$ cat config.mk
export PLATFORM = sky130hd
export DESIGN_NAME = ham_secded_decoder
export DESIGN_NICKNAME = d
export VERILOG_FILES = /design/src/rtl/ham_pkg.sv /design/src/rtl/ham_syndrome.sv /design/src/rtl/ham_secded_decoder.sv
export SDC_FILE = /design/constraint.sdc
export NUM_CORES = 1
export LEC_CHECK = 0
export ABC_AREA = 1
export CAP_MARGIN = 20
export CORE_UTILIZATION = 68
export CTS_CLUSTER_SIZE = 10
export DETAILED_ROUTE_END_ITERATION = 8
export DONT_BUFFER_PORTS = 1
export GPL_TIMING_DRIVEN = 1
export PLACE_DENSITY = 0.86
export SETUP_SLACK_MARGIN = 0.1
export SLEW_MARGIN = 30
export SYNTH_ARGS = -nofsm -noshare
export SYNTH_HDL_FRONTEND = slang
export SYNTH_SLANG_ARGS = --single-unit
export TNS_END_PERCENT = 20
$ cat constraint.sdc
create_clock -name clk -period 2.6 [get_ports clk]
set_input_delay 0.52 -clock clk [delete_from_list [all_inputs] [get_ports clk]]
set_output_delay 0.52 -clock clk [all_outputs]
set_load 0.005 [all_outputs]
$ cat src/rtl/ham_pkg.sv
// ham_pkg: shared sizing, position mapping and classification for the SECDED decoder.
// Contents: ham_cls_e (CLEAN/SINGLE/DOUBLE), ham_par_w, ham_code_w, ham_data_pos.
package ham_pkg;

   typedef enum logic [1:0] {CLEAN, SINGLE, DOUBLE} ham_cls_e;

   // Smallest r with 2^r >= data_w + r + 1
   function automatic int ham_par_w(input int data_w);
      int r;
      r = 1;
      while ((1 << r) < data_w + r + 1) r++;
      return r;
   endfunction

   // Hamming positions plus the overall parity bit
   function automatic int ham_code_w(input int data_w);
      return data_w + ham_par_w(data_w) + 1;
   endfunction

   // Hamming position (1-based) of data bit idx: idx-th non-power-of-two position from 3 upward
   function automatic int ham_data_pos(input int idx);
      int n;
      int pos;
      n = 0;
      pos = 0;
      for (int p = 3; p < 128; p++) begin
         if ((p & (p - 1)) != 0) begin
            if (n == idx) pos = p;
            n++;
         end
      end
      return pos;
   endfunction

endpackage

$ cat src/rtl/ham_syndrome.sv
// ham_syndrome: combinational syndrome and overall parity of a SECDED codeword.
// Ports: cw (codeword, bit i-1 = position i, MSB = overall parity), s (syndrome {c_r..c1}), p (XOR of all bits).
module ham_syndrome import ham_pkg::*; #(
   parameter int DATA_W = 4,
   localparam int PAR_W = ham_par_w(DATA_W),
   localparam int CODE_W = DATA_W + PAR_W + 1
) (
   input  logic [CODE_W-1:0] cw,
   output logic [PAR_W-1:0]  s,
   output logic              p
);

   always_comb begin
      s = '0;
      for (int i = 1; i < CODE_W; i++)
         for (int k = 0; k < PAR_W; k++)
            if (i[k]) s[k] = s[k] ^ cw[i-1];
      p = ^cw;
   end

endmodule

$ cat src/rtl/ham_secded_decoder.sv
// ham_secded_decoder: 2-stage pipelined Hamming SECDED decoder with saturating error counters.
// Ports: clk/rst_n (sync active-low), in_valid/in_ready/enc_ham_data/correct_en (input word),
//        out_valid/out_ready/data/pos_error/error/error_dbl (decoded word), cnt_clr/corr_cnt/uncorr_cnt (counters).
module ham_secded_decoder import ham_pkg::*; #(
   parameter int DATA_W = 4,
   parameter int CNT_W = 16,
   localparam int PAR_W = ham_par_w(DATA_W),
   localparam int CODE_W = ham_code_w(DATA_W)
) (
   input  logic              clk,
   input  logic              rst_n,
   input  logic              in_valid,
   output logic              in_ready,
   input  logic [CODE_W-1:0] enc_ham_data,
   input  logic              correct_en,
   output logic              out_valid,
   input  logic              out_ready,
   output logic [DATA_W-1:0] data,
   output logic [PAR_W-1:0]  pos_error,
   output logic              error,
   output logic              error_dbl,
   input  logic              cnt_clr,
   output logic [CNT_W-1:0]  corr_cnt,
   output logic [CNT_W-1:0]  uncorr_cnt
);

   logic en, hs, par;
   logic v1_q, v1_d, ce1_q, ce1_d;
   logic [CODE_W-1:0] cw1_q, cw1_d, cw_fix;
   logic [PAR_W-1:0] syn, pos_error_q, pos_error_d;
   logic out_valid_q, out_valid_d, error_q, error_d, error_dbl_q, error_dbl_d;
   logic [DATA_W-1:0] data_q, data_d, data_x;
   logic [CNT_W-1:0] corr_cnt_q, corr_cnt_d, uncorr_cnt_q, uncorr_cnt_d;
   ham_cls_e cls;

   ham_syndrome #(.DATA_W(DATA_W)) u_syn (.cw(cw1_q), .s(syn), .p(par));

   assign en = !out_valid_q || out_ready;
   assign hs = out_valid_q && out_ready;
   assign in_ready = en;

   always_comb begin
      // odd parity with an in-range syndrome is a single error; s=0 there means the parity bit itself
      cls = (syn == '0 && !par) ? CLEAN : (par && int'(syn) < CODE_W) ? SINGLE : DOUBLE;
      cw_fix = cw1_q;
      for (int i = 1; i < CODE_W; i++)
         if (cls == SINGLE && ce1_q && syn == PAR_W'(i)) cw_fix[i-1] = ~cw1_q[i-1];
      data_x = '0;
      for (int j = 0; j < DATA_W; j++)
         data_x[j] = cw_fix[ham_data_pos(j)-1];
      v1_d = en ? in_valid : v1_q;
      cw1_d = en ? enc_ham_data : cw1_q;
      ce1_d = en ? correct_en : ce1_q;
      out_valid_d = en ? v1_q : out_valid_q;
      data_d = en ? data_x : data_q;
      pos_error_d = en ? syn : pos_error_q;
      error_d = en ? cls == SINGLE : error_q;
      error_dbl_d = en ? cls == DOUBLE : error_dbl_q;
      corr_cnt_d = cnt_clr ? '0 : (hs && error_q && corr_cnt_q != '1) ? corr_cnt_q + 1'b1 : corr_cnt_q;
      uncorr_cnt_d = cnt_clr ? '0 : (hs && error_dbl_q && uncorr_cnt_q != '1) ? uncorr_cnt_q + 1'b1 : uncorr_cnt_q;
   end

   always_ff @(posedge clk) begin
      if (!rst_n) begin
         v1_q <= 1'b0;
         cw1_q <= '0;
         ce1_q <= 1'b0;
         out_valid_q <= 1'b0;
         data_q <= '0;
         pos_error_q <= '0;
         error_q <= 1'b0;
         error_dbl_q <= 1'b0;
         corr_cnt_q <= '0;
         uncorr_cnt_q <= '0;
      end else begin
         v1_q <= v1_d;
         cw1_q <= cw1_d;
         ce1_q <= ce1_d;
         out_valid_q <= out_valid_d;
         data_q <= data_d;
         pos_error_q <= pos_error_d;
         error_q <= error_d;
         error_dbl_q <= error_dbl_d;
         corr_cnt_q <= corr_cnt_d;
         uncorr_cnt_q <= uncorr_cnt_d;
      end
   end

   assign out_valid = out_valid_q;
   assign data = data_q;
   assign pos_error = pos_error_q;
   assign error = error_q;
   assign error_dbl = error_dbl_q;
   assign corr_cnt = corr_cnt_q;
   assign uncorr_cnt = uncorr_cnt_q;

endmodule

==> impl_results.md <==
- Status: completed
- Count of cell types in the netlist: 32
- Critical path, cell by cell: inv_1, nor2_1, buf_4, inv_1
- Final Critical Period: approximately 1800 ps
- GR Overflow Total: 0
- Synth area leaders: dfxtp_1 (37%), nand2_1 (15%), inv_1 (6.1%)
- Core Box Area: 4000 sq um
- I/O pins: 57
- Critical Path AT: about 1300 ps
- Hold slack: 342 ps
- Dpl hpwl: 4390 microns
- Syn. warnings: 0
- Fraction of layout cells with a size suffix above 1: 0.113
- Area of the multi-input gates: 1520 sq um
- Setup Skew: just over 6 ps
- DRT Wirelength: 5830 microns
- CP startpoint kind: flip-flop
- Hold Crit Class: input pin to flip-flop
- Reg clk slew, reported paths: 90 ps
- Worst skew pair latency: 300 ps
- Fillers: 327
- Final Core Density: 0.738
- Final max-slew violation count: 0
- Worst-path maximum fanout: 22
- ANT cells: 0
- Leak pwr: between 1 and 1.5 nW
- WL per Instance: 12.3 microns
- Initial DRC count: 190
- Initial DRT Pass Iterations: 5
- # rows: 23
- Fin worst setup slack: 754 ps
- Clock Sinks: 52
- Post-Synthesis Cells: 424
- Die ar.: 4440 sq um
- Syn nets: between 400 and 500
- Max Cap Viol: 0
- Syn avg cell area: roughly 6.7 sq um
- Die W: 66.6 microns
- Fin nets: between 400 and 500
- Crit path largest cell delay: 400 ps
- Most frequent CP cell: inv_1
- Critical path's top delay family: buffers and inverters
- Post-synth top area cell: dfxtp_1
- PortBufs: 0
- CTS tree: yes
- Slew @ Worst Pin: ~470 ps
- Vias after detailed routing: 2635
- Number of flops mapped to enable cells by yosys: 0
- Crit path buf inv count: 3
- VDD IR max: 0.000407 V
- Post-synth top area share: 0.367
- Root Buffer: clkbuf_8
- Synthesized area: 2840 sq um
- Setup bufs post-CTS: 0
- Worst Path Required: roughly 2100 ps
- Worst slack at placement: 865 ps
- Global router's overall resource usage: 0.280
- Vias in the first global route: 2395
- First-pass GRT wire length: 9620 microns
- Post-CTS Resized: 0
- Most frequently used flop master after synthesis: dfxtp_1
- Ys async rst share: 0
- Setup CP Type: flip-flop to primary output
- Slowest CP cell: dfxtp_1
- Initial Util: 0.709
- Setup TNS: 0 ps
- Number of CTS-inserted buffers: 5
- Via density per instance: 5.56
- Seq/Total Area, Yosys: 0.367
- Worst Setup End Kind: primary output
- Unrepaired setup endpoints after global routing: false
- Yosys reg bits: 52
- Largest net degree at the start of global routing: 23
- Antenna violations before repair: 0
- Die height: 66.6 microns
- Final Non-Filler Cells: 474
- Register cell area after layout: roughly 1000 sq um
- CTS H-Tree Depth: 2
- # hold bufs at CTS: 0
- Tcrit/Tclk final: 0.710
- Final hold violation count: 0
- Routability-driven placement congestion ratio: about 0.95
- Slew margin rel.: 0.685
- Dpl cells: 466
- Syn-to-layout area delta: 3.97%
- Setup Viol. Count Final: 0
- CTS Buffer Depth: 2
- ANT nets after route: 0
- DRC viols: 0
- Achievable Freq: about 540 MHz
- Pwr/cell area: 507 nW/um^2
==> cells in the final DEF, fill, tap and decap left out, types with 2 or more instances in the layout <==
| master | synthesis | routed |
|---|---|---|
| a31oi_1 | 2 | 2 |
| clkbuf_8 | 0 | 6 |
| nand4_1 | 11 | 11 |
| nand2_1 | 110 | 110 |
| clkinv_2 | 2 | 4 |
| nand2_2 | 9 | 9 |
| o21ai_0 | 29 | 29 |
| a211oi_1 | 4 | 4 |
| nor2_4 | 3 | 3 |
| ha_1 | 2 | 2 |
| nand3_1 | 23 | 23 |
| xor2_1 | 7 | 7 |
| nor3_1 | 7 | 7 |
| a21oi_1 | 29 | 29 |
| nand2_4 | 2 | 2 |
| nand3_2 | 2 | 2 |
| o211ai_1 | 2 | 2 |
| nor2_1 | 43 | 43 |
| inv_1 | 46 | 46 |
| o21ai_1 | 3 | 3 |
| nor3_2 | 5 | 5 |
| xnor2_1 | 5 | 5 |
| buf_4 | 1 | 2 |
| dfxtp_1 | 52 | 52 |
| inv_2 | 8 | 8 |
| nor2_2 | 4 | 4 |
==> final cells by class <==
type                            count  share of cell area
Multi-Input combinational cell    305               0.515
Sequential cell                    52               0.353
Inverter                           57              0.0742
Clock buffer                        6              0.0280
Tap cell                           50              0.0212
Timing Repair Buffer                2             0.00509
Clock inverter                      2             0.00339
==> registers in the layout, summed over array words and instances, names as in the netlist <==
| name | cells |
|---|---|
| cw1_q | 8 |
| data | 4 |
| error | 1 |
| pos_error | 3 |
| ce1_q | 1 |
| corr_cnt | 16 |
| v1_q | 1 |
| error_dbl | 1 |
| uncorr_cnt | 16 |
| out_valid | 1 |
==> worst reg2reg max path: stages (launching register included) <==
cell and delay [ps]:
dfxtp_1 420, ha_1 220, nand3_1 90, nor2_1 130, nand3_1 80, nand2_1 270, inv_2 140, nand3_1 110
xor2_1 140, nor2_1 50
==> kinds of logic (layout without fill, tap and decap cells) <==
family,Yosys count,in the layout,share of synthesized area
flip-flops,52,52,0.367
buffers and inverters,67,67,0.0974
AO/OA/AOI/OAI,69,69,0.128
AND/OR/NAND/NOR,222,222,0.362
XOR/XNOR,12,12,0.0370
adder cells (fa/ha/maj),2,2,0.00882
==> through the flow <==
step	power, mW	area, sq um
3_3_place_gp	1.04	2860
6_report	1.50	2950
5_1_grt	1.57	2950
4_1_cts	1.51	2950
2_1_floorplan	1.02	2840
3_5_place_dp	1.05	2860
==> per-layer routing <==
layer | global-route usage | part of all wire | up-vias
met3 | 0.0822 | 0.073 | 12
met5 | 0 | 0 | -
met1 | 0.290 | 0.40 | 1175
met2 | 0.520 | 0.51 | 97
met4 | 0.112 | 0.016 | 0
li1 | - | - | 1351
==> cell usage after synthesis, types with 2 or more instances <==
cell and instances:
nor3_1 7, o211ai_1 2, nor2_2 4, o21ai_1 3, o21ai_0 29, ha_1 2
dfxtp_1 52, nor2_4 3, nand2_2 9, nand4_1 11, nor3_2 5, inv_1 46
xnor2_1 5, nor2_1 43, clkinv_2 2, a211oi_1 4, buf_6 2, a21oi_1 29
inv_2 8, clkbuf_1 6, nand2_1 110, a31oi_1 2, nand2_4 2, xor2_1 7
nand3_1 23, nand3_2 2
==> where the power goes <==
part	internal, mW	leakage (nW)	total (mW)	switching (mW)
Combinational	0.0593	0.661	0.179	0.120
Clock	0.213	0.0510	0.465	0.252
Sequential	0.823	0.424	0.850	0.0273
Total	1.10	1.14	1.50	0.400
==> final timing paths <==
check                     start             to  slack [ps]  depth (start not counted)
setup reg to reg    corr_cnt[0]    corr_cnt[7]         840                          9
hold reg to reg   uncorr_cnt[4]  uncorr_cnt[4]         500                          2
setup / recovery      out_valid       in_ready         750                          4
hold / removal            rst_n          error         340                          2
No activity file was read; power rests on OpenSTA's default activity.
